## config.mk

```make
export PLATFORM = sky130hd
export DESIGN_NAME = inverter_bank
export DESIGN_NICKNAME = d
export VERILOG_FILES = /design/src/rtl/inverter_bank.sv
export SDC_FILE = /design/constraint.sdc
export NUM_CORES = 1
export LEC_CHECK = 0
export ABC_AREA = 1
export CAP_MARGIN = 0
export CORE_ASPECT_RATIO = 0.5
export CORE_MARGIN = 5
export CORE_UTILIZATION = 59
export CTS_BUF_LIST = sky130_fd_sc_hd__clkbuf_4
export CTS_CLUSTER_SIZE = 25
export DETAILED_ROUTE_END_ITERATION = 7
export PLACE_DENSITY = 0.94
export SLEW_MARGIN = 30
export SYNTH_ARGS = -nofsm -noshare
export SYNTH_HDL_FRONTEND = slang
export SYNTH_SLANG_ARGS = --single-unit
```

## constraint.sdc

```tcl
create_clock -name CLK -period 4.2 [get_ports CLK]
set_clock_uncertainty 0.05 [all_clocks]
set_input_delay 0.42 -clock CLK [delete_from_list [all_inputs] [get_ports CLK]]
set_output_delay 0.42 -clock CLK [all_outputs]
set_load 0.1 [all_outputs]
```

## src/rtl/inverter_bank.sv

```systemverilog
// -----------------------------------------------------------------------------
// inverter_bank
//
// A bank of WIDTH independent input channels. Each channel is synchronised
// through two flops, debounced (a change is accepted only after DEBOUNCE
// consecutive enabled samples that disagree with the accepted state), and
// driven out through a per-channel polarity inversion. Accepted 0->1 and 1->0
// transitions produce one-cycle RISE / FALL pulses; ANY_EDGE is their OR.
//
// Parameters
//   WIDTH     number of channels (>= 1)
//   DEBOUNCE  consecutive mismatching samples needed to accept a change (>= 1)
//
// Ports
//   CLK       clock, all state updates on the rising edge
//   RST       synchronous, active-high reset
//   I         raw asynchronous channel inputs
//   POL       per-channel polarity (1 = invert, 0 = pass through)
//   EN        global enable; while low the synchroniser keeps sampling,
//             accepted state and O hold, counters clear, pulses are 0
//   O         registered, debounced, polarity-applied outputs
//   RISE      one-cycle pulse per accepted 0->1 transition
//   FALL      one-cycle pulse per accepted 1->0 transition
//   ANY_EDGE  OR of all RISE and FALL bits, same cycle
// -----------------------------------------------------------------------------
module inverter_bank #(
  parameter int WIDTH    = 8,
  parameter int DEBOUNCE = 4
) (
  input  logic             CLK,
  input  logic             RST,
  input  logic [WIDTH-1:0] I,
  input  logic [WIDTH-1:0] POL,
  input  logic             EN,
  output logic [WIDTH-1:0] O,
  output logic [WIDTH-1:0] RISE,
  output logic [WIDTH-1:0] FALL,
  output logic             ANY_EDGE
);

  // Counter must hold 0..DEBOUNCE-1; keep at least one bit.
  localparam int CW_RAW = $clog2(DEBOUNCE + 1);
  localparam int CW     = (CW_RAW < 1) ? 1 : CW_RAW;
  localparam logic [CW-1:0] CNT_LAST = CW'(DEBOUNCE - 1);
  localparam logic [CW-1:0] CNT_ONE  = CW'(1);
  localparam logic [CW-1:0] CNT_ZERO = CW'(0);

  logic [WIDTH-1:0]         s1_r;
  logic [WIDTH-1:0]         s2_r;
  logic [WIDTH-1:0]         st_r;
  logic [WIDTH-1:0][CW-1:0] cnt_r;

  logic [WIDTH-1:0]         st_next_s;
  logic [WIDTH-1:0][CW-1:0] cnt_next_s;
  logic [WIDTH-1:0]         rise_next_s;
  logic [WIDTH-1:0]         fall_next_s;
  logic [WIDTH-1:0]         o_next_s;
  logic                     any_next_s;

  // Per-channel debounce: next accepted state, counter and edge pulses.
  always_comb begin
    st_next_s   = st_r;
    cnt_next_s  = cnt_r;
    rise_next_s = {WIDTH{1'b0}};
    fall_next_s = {WIDTH{1'b0}};
    for (int c = 0; c < WIDTH; c++) begin
      if (EN) begin
        if (s2_r[c] != st_r[c]) begin
          if (cnt_r[c] == CNT_LAST) begin
            // This is the DEBOUNCE-th consecutive mismatch: accept it.
            st_next_s[c]   = s2_r[c];
            cnt_next_s[c]  = CNT_ZERO;
            rise_next_s[c] = s2_r[c];
            fall_next_s[c] = ~s2_r[c];
          end else begin
            cnt_next_s[c] = cnt_r[c] + CNT_ONE;
          end
        end else begin
          // Agreement with the accepted state discards any partial count.
          cnt_next_s[c] = CNT_ZERO;
        end
      end else begin
        // Disabled: hold state, restart the debounce from zero later.
        cnt_next_s[c] = CNT_ZERO;
      end
    end
  end

  // Output value and edge summary derived from the next accepted state.
  always_comb begin
    any_next_s = |(rise_next_s | fall_next_s);
    if (EN) begin
      o_next_s = st_next_s ^ POL;
    end else begin
      o_next_s = O;
    end
  end

  // State and output registers with synchronous reset.
  always_ff @(posedge CLK) begin
    if (RST) begin
      s1_r     <= {WIDTH{1'b0}};
      s2_r     <= {WIDTH{1'b0}};
      st_r     <= {WIDTH{1'b0}};
      cnt_r    <= '0;
      O        <= {WIDTH{1'b0}};
      RISE     <= {WIDTH{1'b0}};
      FALL     <= {WIDTH{1'b0}};
      ANY_EDGE <= 1'b0;
    end else begin
      s1_r     <= I;
      s2_r     <= s1_r;
      st_r     <= st_next_s;
      cnt_r    <= cnt_next_s;
      O        <= o_next_s;
      RISE     <= rise_next_s;
      FALL     <= fall_next_s;
      ANY_EDGE <= any_next_s;
    end
  end

  inverter_bank_checker #(
    .WIDTH (WIDTH),
    .CW    (CW),
    .LAST  (CNT_LAST)
  ) u_checker (
    .CLK      (CLK),
    .cnt      (cnt_r),
    .RISE     (RISE),
    .FALL     (FALL),
    .ANY_EDGE (ANY_EDGE)
  );

endmodule

// -----------------------------------------------------------------------------
// inverter_bank_checker
//
// Structural invariants of inverter_bank: counters never pass DEBOUNCE-1,
// RISE and FALL never coincide on a channel, and ANY_EDGE is their OR.
//
// Ports
//   CLK       clock
//   cnt       per-channel debounce counters
//   RISE      rise pulses
//   FALL      fall pulses
//   ANY_EDGE  edge summary
// -----------------------------------------------------------------------------
module inverter_bank_checker #(
  parameter int            WIDTH = 8,
  parameter int            CW    = 3,
  parameter logic [CW-1:0] LAST  = '0
) (
  input logic                     CLK,
  input logic [WIDTH-1:0][CW-1:0] cnt,
  input logic [WIDTH-1:0]         RISE,
  input logic [WIDTH-1:0]         FALL,
  input logic                     ANY_EDGE
);

  a_no_double_edge: assert property (@(posedge CLK) (RISE & FALL) == {WIDTH{1'b0}});
  a_any_edge:       assert property (@(posedge CLK) ANY_EDGE == |(RISE | FALL));

  for (genvar c = 0; c < WIDTH; c++) begin : g_cnt
    a_cnt_bound: assert property (@(posedge CLK) cnt[c] <= LAST);
  end

endmodule

```

==> impl_summary.txt, run 1 <==
----------------------------------------------------
[Detailed routing]
  Routed vias/inst ... 5.08
  Number of violations reported at the end of detailed-routing iteration 0 ... 257
  Remaining design rule violation count ... 0
  Detail-routed net length per standard cell ... 13.7 microns
  Remaining antenna violation count ... 0
  Total wire length after detailed routing ... 6.52 mm
  Overall via count from detail_route ... 2,413
  Initial DRT Pass Iterations ... 5

[STA]
  Final count of negative-setup-slack endpoints ... 0
  Tightest Pin Transition ... 0.990 ns
  Unrepaired setup endpoints after global routing ... false
  Time the worst path needs with I/O delays and setup ... 2.46 ns
  Final worst-path cycle share ... 58.5%
  Setup ws final ... 1.74 ns
  Max-Slew Margin vs Limit ... 33.8%
  Timing-limited maximum frequency ... 407 MHz
  Hold violation total from the final report ... 0
  Total negative slack for setup checks ... 0 ns
  Max Slew Vio Count ... 0

[Logic synthesis]
  Fraction of registers with async set/reset ... 0%
  Top cells by count, synth ... sky130_fd_sc_hd__nor2_1, sky130_fd_sc_hd__dfxtp_1, sky130_fd_sc_hd__inv_1
  Net count after synthesis ... 391
  Number of enable flip-flop cells after synthesis ... 0
  Largest cells by area after synthesis ... sky130_fd_sc_hd__dfxtp_1, sky130_fd_sc_hd__nor2_1, sky130_fd_sc_hd__inv_1
  Cells after Synth ... 356
  Number of synthesis warnings ... 0
  Synth Cell Area ... 0.00279 sq mm
  Most used flip-flop cell after synthesis ... sky130_fd_sc_hd__dfxtp_1
  Share of the synthesized area in the top cell type ... 52.4%
  Post-synthesis cell type with the largest combined area ... sky130_fd_sc_hd__dfxtp_1
  Count of distinct cell types in the synthesized netlist ... 21
  Number of storage elements in the synthesis netlist ... 73
  Per-instance average area after synthesis ... 7.84 sq um
  Library cell with the highest instance count after synthesis ... sky130_fd_sc_hd__nor2_1
  Sequential share of the synthesized area ... 52.4%

[Pwr]
  Total chip power ... 1.39 mW
  IR Drop Worst-Case VDD ... 274 uV
  Power density cells ... 403 mW/mm^2
  LEAKAGE ... 1.66 nW

[Floorplan]
  # rows ... 17
  Die H ... 58.6 microns
  Std-Cell Core Area ... 0.00449 sq mm
  Overall die width ... 107 microns
  Initial core utilization ... 62.2%
  Overall die area ... 0.00629 sq mm
  Number of top-level design ports ... 44

[Setup path]
  Arrival @ worst endpoint ... 1.99 ns
  Cell with the largest stage delay on the worst path ... sky130_fd_sc_hd__clkdlybuf4s50_1
  CP max stage delay ... 1.16 ns
  Startpoint type of the worst setup path ... flip-flop
  Critical path fanouts, max ... 2
  Total buffers and inverters traversed by the critical path ... 1
  Crit. End Element ... output pin
  Crit Path Category ... reg2out
  Cell type group with the largest total delay on the critical path ... buffers and inverters
  Critical Path, Cell by Cell ... clkdlybuf4s50_1
  Critical path required time ... 3.73 ns

[Clock tree]
  Clock insertion delay at the later pin of the skew report ... 0.43 ns
  Longest Clk Path Bufs ... 2
  Number of H-tree branching levels ... 3
  Post-CTS Setup Repair Bufs ... 0
  CTS Hold Bufs ... 0
  CTS resizes ... 0
  Root Driver ... sky130_fd_sc_hd__clkbuf_4
  Number of buffers inserted during clock tree synthesis ... 9
  Count of clock tree sinks ... 73
  Clock-pin transition on the worst setup and hold timing paths ... 0.12 ns
  TritonCTS clock tree ... built

[Status]
  Run status ... finished clean

[Placement]
  Routability-driven placement congestion ratio ... 0.797
  Worst setup timing slack at the placement stage ... 1.63 ns
  Number of buffers inserted by port buffering ... 43
  Placed wire-length estimate after detailed placement ... 4.24 mm
  Number of instances in the placed design ... 459

[Layout]
  Count of non-filler cells in the finished layout ... 475
  Fraction of final layout cells with drive strength greater than 1 ... 8.80%
  Number of fill cells ... 252
  Register Area ... 0.00146 sq mm
  Final net count ... 439
  End-of-flow core utilization ... 76.9%
  Antenna diode count ... 0
  Multi-input gate area ... 0.00103 sq mm
  Layout area overhead ... 23.8%

[GRT]
  Fraction of met2 tracks used by global routing ... 42.1%
  GR met1 Demand/Resource ... 23.4%
  Wire length of the first global-routing pass ... 11.0 mm
  Number of global-route vias before repair ... 2,388
  All-layer global routing usage ... 23.1%
  Total global routing overflow ... 0
  Most used routing layer ... met2
  Largest net degree at the start of global routing ... 27
  M3 GR Usage ... 9.20%
  Antenna violations before repair ... 0

[Hold path]
  Worst min-delay path class ... reg2reg

[Job]
  Count of max-cap constraint violations ... 0

----------------------------------------------------
[metrics by stage]
| stage | instance area, sq um | hold slack, ns |
|---|---|---|
| final | 3450 | 0.360 |
| after global routing | 3450 | 0.352 |
| after CTS | 3460 | 0.360 |
| after detailed placement | 3270 | 0.344 |
| after floorplan | 2790 | 0.338 |
| after global placement | 3270 | 0.340 |
[power by group]
part,internal (mW),switching [mW],leakage [nW],total [mW]
Combinational,0.0374,0.0802,0.969,0.118
Sequential,0.706,0.00814,0.594,0.714
Clock,0.315,0.243,0.101,0.558
Total,1.06,0.331,1.66,1.39
[registers in the layout, indices dropped and copies added (netlist names)]
signal    cells
ANY_EDGE      1
FALL          8
O             8
RISE          8
cnt_r        24
s1_r          8
s2_r          8
st_r          8
[metal layers]
metal	part of all wire, %	routed length (microns)
met1	38	2470
met4	3.3	212
met3	6.9	452
met2	52	3380
met5	0	0
[cell usage in the layout (no fill, tap or decap), types with 2 or more instances in the layout]
cell	instances
sky130_fd_sc_hd__and2_1	7
sky130_fd_sc_hd__nand3_1	2
sky130_fd_sc_hd__clkdlybuf4s50_1	42
sky130_fd_sc_hd__nor2_1	92
sky130_fd_sc_hd__dfxtp_1	73
sky130_fd_sc_hd__o21ai_0	11
sky130_fd_sc_hd__clkbuf_4	11
sky130_fd_sc_hd__nor2_2	10
sky130_fd_sc_hd__nor3_1	2
sky130_fd_sc_hd__nand2_1	45
sky130_fd_sc_hd__ha_1	16
sky130_fd_sc_hd__o21ai_1	15
sky130_fd_sc_hd__nor4_1	2
sky130_fd_sc_hd__bufinv_16	3
sky130_fd_sc_hd__nand2_2	3
sky130_fd_sc_hd__inv_1	66
[logic make-up (layout without fill, tap and decap cells)]
kind of cell	after synthesis	after routing	share of synthesized area (%)
simple gates	165	165	24.8
buf+inv	75	128	10.6
flops	73	73	52.4
compound gates	27	27	4.98
fa+ha+maj	16	16	7.17
[final timing paths]
check	start	endpoint	slack, ns	depth (start not counted)
setup reg to reg	cnt_r[3]$_SDFF_PP0_	O[1]$_SDFFE_PP0P_	2.39	7
hold / removal	s1_r[6]$_SDFF_PP0_	s2_r[6]$_SDFF_PP0_	0.36	2
setup / recovery	O[2]$_SDFFE_PP0P_	O[2]	1.74	1
hold reg to reg	s1_r[6]$_SDFF_PP0_	s2_r[6]$_SDFF_PP0_	0.36	2
[final cells by class]
class,instances,share of cell area (%)
Timing Repair Buffer,44,12.5
Clock buffer,11,2.39
Multi-Input combinational cell,208,29.9
Tap cell,66,2.39
Sequential cell,73,42.3
Clock inverter,5,3.01
Inverter,68,7.46
(Power assumes the default switching activity.)
==> run 2: changes to the inputs <==
- CORE_UTILIZATION: 59 -> 55
- PLACE_DENSITY: 0.94 -> 0.88
- clock period: 4.2 -> 2.5 ns (I/O delays scaled with it)
==> run 2 against run 1 <==
Against the previous run:
- utilization decreased by 9.3 points
- routed wire length decreased by 21%
- sequential cell count unchanged
- non-clock buffer count increased by 1
- via count decreased by 8.0%
- register-to-register slack got worse by 1.4 ns
- sequential share of layout area increased by 1.7 points
- final cell count increased by 1.1%
- clock power increased by 3.8%
- global-route usage decreased by 6.3 points
- combinational power increased by 59%
- sequential power increased by 68%
- critical path type is now in2reg
- highest routed layer unchanged
==> impl_summary.txt, run 2 (same netlist as run 1, synthesis figures left out) <==
----------------------------------------------------
[Pwr]
  Total chip power ... 1.97 mW (was 1.39 mW)
  IR Drop Worst-Case VDD ... 305 uV (was 274 uV)
  Power density cells ... 592 mW/mm^2 (was 403 mW/mm^2)
  LEAKAGE ... 1.68 nW (was 1.66 nW)

[Detailed routing]
  Number of violations reported at the end of detailed-routing iteration 0 ... 103 (was 257)
  Remaining design rule violation count ... 0 (unchanged)
  Total wire length after detailed routing ... 5.16 mm (was 6.52 mm)
  Detail-routed net length per standard cell ... 10.8 microns (was 13.7 microns)
  Overall via count from detail_route ... 2,220 (was 2,413)
  Remaining antenna violation count ... 0 (unchanged)
  Routed vias/inst ... 4.63 (was 5.08)
  Initial DRT Pass Iterations ... 4 (was 5)

[Clock tree]
  Longest Clk Path Bufs ... 2 (unchanged)
  CTS resizes ... 0 (unchanged)
  TritonCTS clock tree ... built (unchanged)
  Clock insertion delay at the later pin of the skew report ... 0.40 ns (was 0.43 ns)
  Post-CTS Setup Repair Bufs ... 0 (unchanged)
  Number of H-tree branching levels ... 3 (unchanged)
  Number of buffers inserted during clock tree synthesis ... 9 (unchanged)
  Clock-pin transition on the worst setup and hold timing paths ... 0.10 ns (was 0.12 ns)
  Root Driver ... sky130_fd_sc_hd__clkbuf_4 (unchanged)
  Count of clock tree sinks ... 73 (unchanged)
  CTS Hold Bufs ... 0 (unchanged)

[GRT]
  Antenna violations before repair ... 0 (unchanged)
  Number of global-route vias before repair ... 2,180 (was 2,388)
  Largest net degree at the start of global routing ... 36 (was 27)
  Wire length of the first global-routing pass ... 8.70 mm (was 11.0 mm)
  All-layer global routing usage ... 16.8% (was 23.1%)
  Total global routing overflow ... 0 (unchanged)

[Layout]
  Antenna diode count ... 0 (unchanged)
  Number of flip-flops in the largest register ... 24 (unchanged)
  Layout area overhead ... 19.1% (was 23.8%)
  Commonest cells after routing, fill and taps aside ... sky130_fd_sc_hd__nor2_1, sky130_fd_sc_hd__dfxtp_1, sky130_fd_sc_hd__inv_1 (unchanged)
  Fraction of final layout cells with drive strength greater than 1 ... 14.6% (was 8.80%)
  Leading cell type in the layout, fill and taps excluded ... sky130_fd_sc_hd__nor2_1 (unchanged)
  Register name with the most flops ... cnt_r (unchanged)
  Number of fill cells ... 393 (was 252)
  Post-Layout Inst Area ... 0.00332 sq mm (was 0.00345 sq mm)
  Final net count ... 440 (was 439)

[STA]
  Hold violation total from the final report ... 0 (unchanged)
  Worst-case hold slack ... 0.150 ns (was 0.360 ns)
  Final count of negative-setup-slack endpoints ... 0 (unchanged)
  Time the worst path needs with I/O delays and setup ... 1.60 ns
  Timing-limited maximum frequency ... 624 MHz
  Max Slew Vio Count ... 0 (unchanged)
  Unrepaired setup endpoints after global routing ... false (unchanged)
  Total negative slack for setup checks ... 0 ns (unchanged)
  Final worst-path cycle share ... 64.1%
  Max-Slew Margin vs Limit ... 76.9% (was 33.8%)
  Tightest Pin Transition ... 0.347 ns (was 0.990 ns)

[Setup path]
  Arrival @ worst endpoint ... 1.86 ns (was 1.99 ns)
  Crit. End Element ... flip-flop (was output pin)
  R2R setup slack ... 0.95 ns (was 2.39 ns)
  End point of the critical path ... O[7]$_SDFFE_PP0P_ (was O[2])
  Critical path required time ... 2.76 ns (was 3.73 ns)
  Reg-to-Reg Start ... cnt_r[9]$_SDFF_PP0_ (was cnt_r[3]$_SDFF_PP0_)
  Startpoint type of the worst setup path ... input pin (was flip-flop)
  Crit Path Category ... in2reg (was reg2out)
  Worst setup path startpoint ... EN (was O[2]$_SDFFE_PP0P_)
  Capture point of the worst reg-to-reg path ... ANY_EDGE$_SDFF_PP0_ (was O[1]$_SDFFE_PP0P_)
  Worst r2r path cells ... 10 (was 7)
  Critical path fanouts, max ... 18 (was 2)

[Placement]
  Number of buffers inserted by port buffering ... 43 (unchanged)
  Routability-driven placement congestion ratio ... 0.858 (was 0.797)
  Total placed instance area ... 0.00322 sq mm (was 0.00327 sq mm)
  Placed wire-length estimate after detailed placement ... 3.88 mm (was 4.24 mm)

[Hold path]
  Worst min-delay path class ... in2reg (was reg2reg)

[Floorplan]
  Std-Cell Core Area ... 0.00491 sq mm (was 0.00449 sq mm)
  Overall die area ... 0.00668 sq mm (was 0.00629 sq mm)
  Initial core utilization ... 56.8% (was 62.2%)
  Number of top-level design ports ... 44 (unchanged)
  Overall die width ... 111 microns (was 107 microns)
  # rows ... 18 (was 17)
  Die H ... 60.4 microns (was 58.6 microns)

[Status]
  Run status ... finished clean (unchanged)

[Job]
  Count of max-cap constraint violations ... 0 (unchanged)

----------------------------------------------------
-- run 2: area by class of cell --
cell class | instances | area [sq um] | area share (%)
clock inverters | 5 | 22.5 | 0.678
flip-flops and latches | 73 | 1460 | 44.0
clock buffers | 11 | 82.6 | 2.49
multi-input cells | 208 | 1030 | 31.1
inverters | 68 | 258 | 7.76
repair buffers | 45 | 378 | 11.4
well taps | 70 | 87.6 | 2.64
-- run 2: metal layers --
metal  up-vias  GRT usage, %  routed length (microns)  part of all wire, %
li1       1157             -                        -                    -
met1       997          15.6                     2060                   40
met2        52          32.7                     2740                   53
met3        14          6.87                      258                  5.0
met4         0          9.65                      106                  2.1
met5         -             0                        0                    0
-- run 2: worst min path at each step --
stage / start / to / slack (ns) / cells after the start
after detailed placement: s1_r[7]$_SDFF_PP0_ / s2_r[7]$_SDFF_PP0_ / 0.34 / 2
final: RST / s1_r[2]$_SDFF_PP0_ / 0.15 / 2
after CTS: RST / s2_r[6]$_SDFF_PP0_ / 0.13 / 2
after floorplan: I[0] / s1_r[0]$_SDFF_PP0_ / 0.31 / 2
after global placement: s1_r[7]$_SDFF_PP0_ / s2_r[7]$_SDFF_PP0_ / 0.34 / 2
after global routing: RST / s2_r[0]$_SDFF_PP0_ / 0.13 / 2
-- run 2: per-stage QoR --
| step | cells | worst slack (ns) | utilization [%] |
|---|---|---|---|
| CTS | 480 | 0.938 | 67.7 |
| detailed placement | 464 | 0.500 | 65.5 |
| finish | 480 | 0.897 | 67.7 |
| global placement | 464 | 0.626 | 65.5 |
| floorplan | 356 | 1.14 | - |
| global route | 480 | 0.795 | 67.7 |
-- run 2: where the power goes --
part | switching, mW | internal, mW | total, mW
logic | 0.128 | 0.0604 | 0.188
clock network | 0.363 | 0.216 | 0.579
registers | 0.0124 | 1.19 | 1.20
-- run 2: worst max-delay path: stages --
cell and delay (ns):
sky130_fd_sc_hd__clkdlybuf4s50_1 0.59, sky130_fd_sc_hd__buf_4 0.30, sky130_fd_sc_hd__nand2_1 0.15, sky130_fd_sc_hd__inv_1 0.10, sky130_fd_sc_hd__nand2_1 0.05, sky130_fd_sc_hd__nand2_1 0.09
sky130_fd_sc_hd__nor2_1 0.06, sky130_fd_sc_hd__nor2_1 0.10, sky130_fd_sc_hd__nand2_1 0.07, sky130_fd_sc_hd__nand2_1 0.06, sky130_fd_sc_hd__inv_1 0.04
